**config.mk**
```make
export PLATFORM = sky130hd
export DESIGN_NAME = ser_byte_collector
export DESIGN_NICKNAME = d
export VERILOG_FILES = /design/src/rtl/ser_byte_collector.sv
export SDC_FILE = /design/constraint.sdc
export NUM_CORES = 1
export LEC_CHECK = 0
export CAP_MARGIN = 10
export CORE_MARGIN = 2
export CORE_UTILIZATION = 50
export CTS_BUF_LIST = sky130_fd_sc_hd__clkbuf_8
export CTS_CLUSTER_DIAMETER = 150
export DETAILED_ROUTE_END_ITERATION = 16
export GPL_ROUTABILITY_DRIVEN = 0
export HOLD_SLACK_MARGIN = 0.12
export PLACE_DENSITY = 0.9
export SLEW_MARGIN = 10
export SYNTH_ARGS = -nofsm -noshare
export SYNTH_HDL_FRONTEND = slang
export SYNTH_SLANG_ARGS = --single-unit
```
**constraint.sdc**
```tcl
create_clock -name clk -period 1.89 [get_ports clk]
set_input_delay 0.378 -clock clk [delete_from_list [all_inputs] [get_ports clk]]
set_output_delay 0.378 -clock clk [all_outputs]
set_load 0.05 [all_outputs]
```
**src/rtl/ser_byte_collector.sv**
```systemverilog
// -----------------------------------------------------------------------------
// ser_byte_collector
//
// Collects payload bits from an upstream serial source into WIDTH-bit parallel
// words, MSB first. A frame is a run of enabled edges with serInValid=1. The
// frame closes on the first enabled edge with serInValid=0. Bits left over at
// the end of a frame are discarded. Completed words are held in a single
// output register until the consumer acknowledges them.
//
// Parameters
//   WIDTH        parallel word width in bits (2..16)
//
// Ports
//   clk          system clock, all state updates on the rising edge
//   rst          synchronous, active-high reset; overrides every other input
//   clkEn        sample enable for serIn/serInValid (ack is not gated by it)
//   serIn        serial payload bit
//   serInValid   serIn carries a payload bit; low on an enabled edge ends a frame
//   ack          consumer accepts dataOut (sampled every clk)
//   dataOut      last completed word
//   dataValid    dataOut holds a word that has not been acknowledged
//   bitCnt       number of bits in the current partial word
//   frameEnd     one-clk pulse after a frame closes
//   partialDrop  one-clk pulse, coincident with frameEnd, when bits were lost
//   overrun      sticky: a completed word was dropped because dataOut was full
// -----------------------------------------------------------------------------
module ser_byte_collector #(
  parameter int WIDTH = 8
) (
  input  logic                     clk,
  input  logic                     rst,
  input  logic                     clkEn,
  input  logic                     serIn,
  input  logic                     serInValid,
  input  logic                     ack,
  output logic [WIDTH-1:0]         dataOut,
  output logic                     dataValid,
  output logic [$clog2(WIDTH)-1:0] bitCnt,
  output logic                     frameEnd,
  output logic                     partialDrop,
  output logic                     overrun
);

  localparam int CW = $clog2(WIDTH);
  localparam logic [CW-1:0] LAST_BIT = CW'(WIDTH - 1);

  typedef enum logic {
    IDLE = 1'b0,  // no frame active
    RECV = 1'b1   // frame active, collecting bits
  } state_t;

  state_t           state;
  logic [WIDTH-1:0] sh;

  // Decoded events for the current edge.
  logic             collect;    // a payload bit is taken on this edge
  logic             close;      // the active frame ends on this edge
  logic             complete;   // this bit finishes a word
  logic             can_load;   // output register is free (or being freed)
  logic [WIDTH-1:0] word;       // word formed if this bit completes it

  // NOTE: every signal driven from always_comb gets a default first so no
  // path through the block leaves it unassigned, which would infer a latch.
  always_comb begin
    collect  = 1'b0;
    close    = 1'b0;
    complete = 1'b0;
    can_load = 1'b0;
    word     = {sh[WIDTH-2:0], serIn};

    if (clkEn) begin
      // A valid bit is collected in either state: the bit that opens a
      // frame belongs to that frame.
      collect = serInValid;
      close   = (state == RECV) && !serInValid;
    end
    complete = collect && (bitCnt == LAST_BIT);
    // A word the consumer acks on the same edge makes room for the new one.
    can_load = !dataValid || ack;
  end

  // NOTE: sequential state uses non-blocking assignments only, so every
  // register samples the pre-edge values regardless of statement order.
  always_ff @(posedge clk) begin
    if (rst) begin
      state       <= IDLE;
      sh          <= '0;
      bitCnt      <= '0;
      dataOut     <= '0;
      dataValid   <= 1'b0;
      frameEnd    <= 1'b0;
      partialDrop <= 1'b0;
      overrun     <= 1'b0;
    end else begin
      // Pulses default low; they are raised only on the edge that closes
      // a frame, so each lasts exactly one cycle.
      frameEnd    <= 1'b0;
      partialDrop <= 1'b0;

      // Acknowledge handling runs every cycle, independent of clkEn. A
      // completion below may re-assert dataValid on the same edge.
      if (dataValid && ack) begin
        dataValid <= 1'b0;
      end

      // Frame state.
      case (state)
        IDLE: begin
          if (collect) begin
            state <= RECV;
          end
        end
        RECV: begin
          if (close) begin
            state       <= IDLE;
            frameEnd    <= 1'b1;
            partialDrop <= (bitCnt != '0);
          end
        end
        default: state <= IDLE;
      endcase

      // Bit collection.
      if (collect) begin
        sh <= word;
        if (complete) begin
          bitCnt <= '0;
        end else begin
          bitCnt <= bitCnt + CW'(1);
        end
      end else if (close) begin
        // Discard any partial word so the next frame starts clean.
        sh     <= '0;
        bitCnt <= '0;
      end

      // Word hand-off: load if the output register is free, otherwise
      // drop the new word and remember that it happened.
      if (complete) begin
        if (can_load) begin
          dataOut   <= word;
          dataValid <= 1'b1;
        end else begin
          overrun <= 1'b1;
        end
      end
    end
  end

endmodule

```
# Word-level counts from Yosys, hierarchy flattened
# Cells that the tools add are included.
[classes]
add_sub_neg = 1
mul = 0
div = 0
n_lt_le_gt_ge = 0
n_eq_ne = 1
shifts = 0
mux = 14
bitwise_logic = 3
reduce_logical = 12
[ops]
columns = ["cell", "n"]
rows = [
  ["7-bit 2-to-1 mux", 2],
  ["3-bit 2-to-1 mux", 3],
  ["1-bit 2-to-1 mux", 8],
  ["2-bit AND reduction", 2],
  ["3-bit by 1-bit adder with 3-bit output, second input constant", 1],
  ["3-bit equality test, second input constant", 1],
  ["1-bit logical AND", 3],
  ["1-bit inverter", 3],
  ["3-bit nonzero test", 1],
  ["3-bit OR reduction", 1],
  ["1-bit logical NOT", 2],
  ["1-bit case mux with 2 select lines", 1],
  ["2-bit nonzero test", 1],
  ["2-bit OR reduction", 1],
  ["1-bit logical OR", 1],
]
[totals]
reg_bits = 23
latch_bits = 0
ramBits = 0
mem_bits_ro = 0
input_bits = 6
out_inout_bits = 15
wordCells = 39
n_memories = 0

# Logic depth before layout (Yosys ltp)
[logic_depth]
ltp_word = 5
depth_mapped = 6
depth_no_buf = 5

# Worst setup path after synthesis
# Ideal clock, no wire load.
[synth_timing]
kind = "register -> register"
from = "reg bitCnt[0]"
to = "reg dataOut[0]"
setup_ps = 72
arrival_ps = 1650
t_required_ps = 1818
path_slack_ps = 169
stages_incl_launch_ff = 7
path_buffers = 1
period_less_slack_ps = 1721
cell_sequence = "dfxtp_1 -> ha_1 -> ha_1 -> inv_2 -> nor3b_2 -> buf_6 -> mux2i_1"
[synth_between]
elab_chain_len = 3
[synth_lines]
columns = ["item", "line_no", "rtl"]
rows = [
  ["start: declaration", "38", "output logic [$clog2(WIDTH)-1:0] bitCnt,"],
  ["start signal: assignment", "129", "bitCnt <= bitCnt + CW'(1);"],
  ["3-bit equality test", "77", "complete = collect && (bitCnt == LAST_BIT);"],
  ["1-bit logical AND", "77", ""],
  ["2-bit AND reduction (no source line)", "-", ""],
  ["end signal: assignment", "141", "dataOut <= word;"],
  ["end: declaration", "36", "output logic [WIDTH-1:0] dataOut,"],
]
# No other way between the ends.
# A chain may end at the register's enable or synchronous reset.

# Worst setup path in the final report
[layout_timing]
from = "reg dataValid"
to = "out dataValid"
[layout_rtl]
columns = ["item", "line_no", "rtl"]
rows = [
  ["start: declaration", "37", "output logic dataValid,"],
  ["start signal: assignment", "90", "dataValid <= 1'b0;"],
  ["start signal: assignment", "103", "dataValid <= 1'b0;"],
  ["start signal: assignment", "142", "dataValid <= 1'b1;"],
]
# No word-level cell between the ends.

==> results.tsv <==
stage	metric	value	unit
synth	most numerous cell in the Yosys netlist	dfxtp_1	
critical_path	WP buf/inv	1	
timing	setup TNS	0	ps
critical_path	Max stage delay cell, worst path	clkdlybuf4s50_1	
floorplanning	Row Count	15	
power_and_ir_drop	Leakage	0.430	nW
detailed_routing	met2 wire len	785	um
finish	nets@finish	125	
timing	Slew Limit Fails	0	
detailed_routing	met3 wire length	40	um
synth	sequential-to-total area share from yosys stat	49.5	%
synth	synth top area cells	dfxtp_1, nand2b_1, mux2i_1	
timing	final hold viol count	0	
outcome	status	finished, final reports clean	
critical_path	CP Class	register to primary output	
synth	Distinct cells, synth	20	
timing	Max Fclk	558	MHz
detailed_routing	top layer reached by signal wires	met4	
global_routing	vias in the first global route	614	
global_routing	largest net degree at the start of global routing	24	
synth	most instantiated cells after synthesis	dfxtp_1, nand2b_1, nor2_1, a22oi_1, mux2i_1	
clocking	Hold Buf Count CTS	0	
synth	average cell area after synthesis	10.0	um2
synth	Seq cells post-synth	23	
finish	diode count	0	
timing	unrepaired setup endpoints after global routing	no	
floorplanning	I/O pins	21	
hold_path	Hold Crit Class	register to register	
detailed_routing	vias per cell	4.96	
clocking	CTS Sinks	23	
critical_path	Top delay family on crit path	buffers and inverters	
synth	share of the synthesized area in the top cell type	49.5	%
clocking	clock latency on the worst-skew pair	260	ps
timing	fin crit period	1790	ps
finish	Final Instance Area	0.00121	mm2
finish	Fillers	141	
global_routing	initial antenna violation count	0	
power_and_ir_drop	Cell Pwr Density	713	mW/mm2
critical_path	CP endpoint kind	primary output	
critical_path	Worst Path Max Fanout	2	
synth	area leader, netlist	dfxtp_1	
finish	Synth-to-Final Area Change	29.7	%
flow_run	Max Cap Viol	0	
timing	Relative slew margins	65.7	%
power_and_ir_drop	VDD IR max	0.000503	V
critical_path	crit path cell chain	clkdlybuf4s50_1	
detailed_routing	vias	694	
timing	setup ws final	97.1	ps
detailed_routing	DR pass1 iterations	4	
critical_path	CP Launch Type	register	
floorplanning	die width	47.1	um
global_routing	GRT Util Overall	17.3	%
clocking	cts repair resizes	0	
synth	ys flop type	dfxtp_1	
clocking	CTS tree	built	
placed_design	post-place setup slack	137	ps
synth	ys async rst share	0	%
detailed_routing	M1 WL	804	um
timing	Setup violations, final	0	
clocking	Worst-path clk slew	80	ps
clocking	post-CTS repair timing setup buffer count	0	
timing	Worst Skew	1.99	ps
clocking	CTS max path bufs	2	
global_routing	first-pass GRT wire length	2590	um
power_and_ir_drop	Total Power	0.860	mW
floorplanning	Die Ht	47.1	um
synth	Yosys warnings	0	
placed_design	Placed Instance Area	0.00116	mm2
global_routing	remaining global-route overflow	0	
floorplanning	Die ar.	0.00222	mm2
clocking	CTS Buf Count	3	
critical_path	Arrival @ worst endpoint	1410	ps
synth	Post-synth EDFFs	0	
detailed_routing	DR iter-0 viols	13	
placed_design	Port Buffers	20	
detailed_routing	Remaining DRCs	0	
synth	Cells after Synth	93	
synth	Post-Syn Nets	102	
placed_design	post-DP HPWL	1240	um
floorplanning	Starting Density	53.3	%
critical_path	Critical Path Max Stage Delay	820	ps
detailed_routing	Routed WL	1670	um
clocking	root buffer cell	clkbuf_8	
timing	final period utilization	94.9	%
clocking	H-tree levels	1	
timing	Worst-Margin Slew	513	ps
finish	share of layout cells above drive strength 1	13.0	%
floorplanning	CORE AREA	0.00175	mm2
detailed_routing	Detail Route Antenna Nets	0	
synth	Mapped Area	930	um2
critical_path	CP Data Required Time	1510	ps
detailed_routing	routed length per instance	12.0	um
-- final cells by class --
type | count | area (um2) | share of cell area (%)
Tap cell | 25 | 31.3 | 2.59
Clock inverter | 1 | 5.00 | 0.415
Sequential cell | 23 | 460 | 38.2
Multi-Input combinational cell | 60 | 422 | 35.0
Clock buffer | 3 | 41.3 | 3.42
Inverter | 5 | 18.8 | 1.56
Timing Repair Buffer | 23 | 228 | 18.9
-- registers in the layout, indices dropped and copies added, names as in the netlist, named ones only --
name,cells
frameEnd,1
dataOut,8
partialDrop,1
dataValid,1
sh,7
overrun,1
bitCnt,3
-- logic make-up after synthesis --
kind of cell	count (synthesis)	share of synthesized area [%]
muxes	8	8.61
adders and majority gates	3	4.04
DFF	23	49.5
and+or+nand+nor	34	21.0
buffers and inverters	10	5.11
AOI/OAI and AO/OA	15	11.7
-- per-stage QoR --
stage | std cells | hold WS [ps] | utilization, %
floorplan | 93 | 452 | -
detailed placement | 136 | 463 | 66.5
global placement | 136 | 453 | 66.5
global route | 140 | 494 | 69.1
finish | 140 | 475 | 69.1
CTS | 140 | 477 | 69.1
-- placed cells by master, fill, tap and decap left out, drive strengths merged --
cell	count
a21boi	1
inv	5
buf	6
nor2	14
a21oi	2
a31oi	1
a22oi	9
ha	3
nor3b	1
and2	1
nor4b	1
clkbuf	3
dfxtp	23
nor2b	1
a32oi	1
clkdlybuf4s50	17
o21ai	1
nand2b	16
clkinv	1
mux2i	8
-- per-layer routing --
layer | GRT usage, % | vias up
met5 | 0 | -
met4 | 11.7 | 0
met3 | 2.31 | 5
met2 | 26.8 | 16
met1 | 22.5 | 319
li1 | - | 354
-- report_power, final --
group | total [mW] | internal (mW) | switching (mW) | leakage, nW
Clock | 0.297 | 0.147 | 0.150 | 0.0255
Sequential | 0.494 | 0.489 | 0.00494 | 0.186
Combinational | 0.0686 | 0.0322 | 0.0364 | 0.218
-- worst paths after layout --
path / slack, ps / cells past startpoint / from / to
max: 100 / 1 / dataValid / dataValid
min reg2reg: 470 / 2 / dataOut[1] / dataOut[1]
max reg2reg: 380 / 6 / bitCnt[0] / dataOut[7]
min: 470 / 2 / dataOut[1] / dataOut[1]
(Power assumes the default switching activity.)
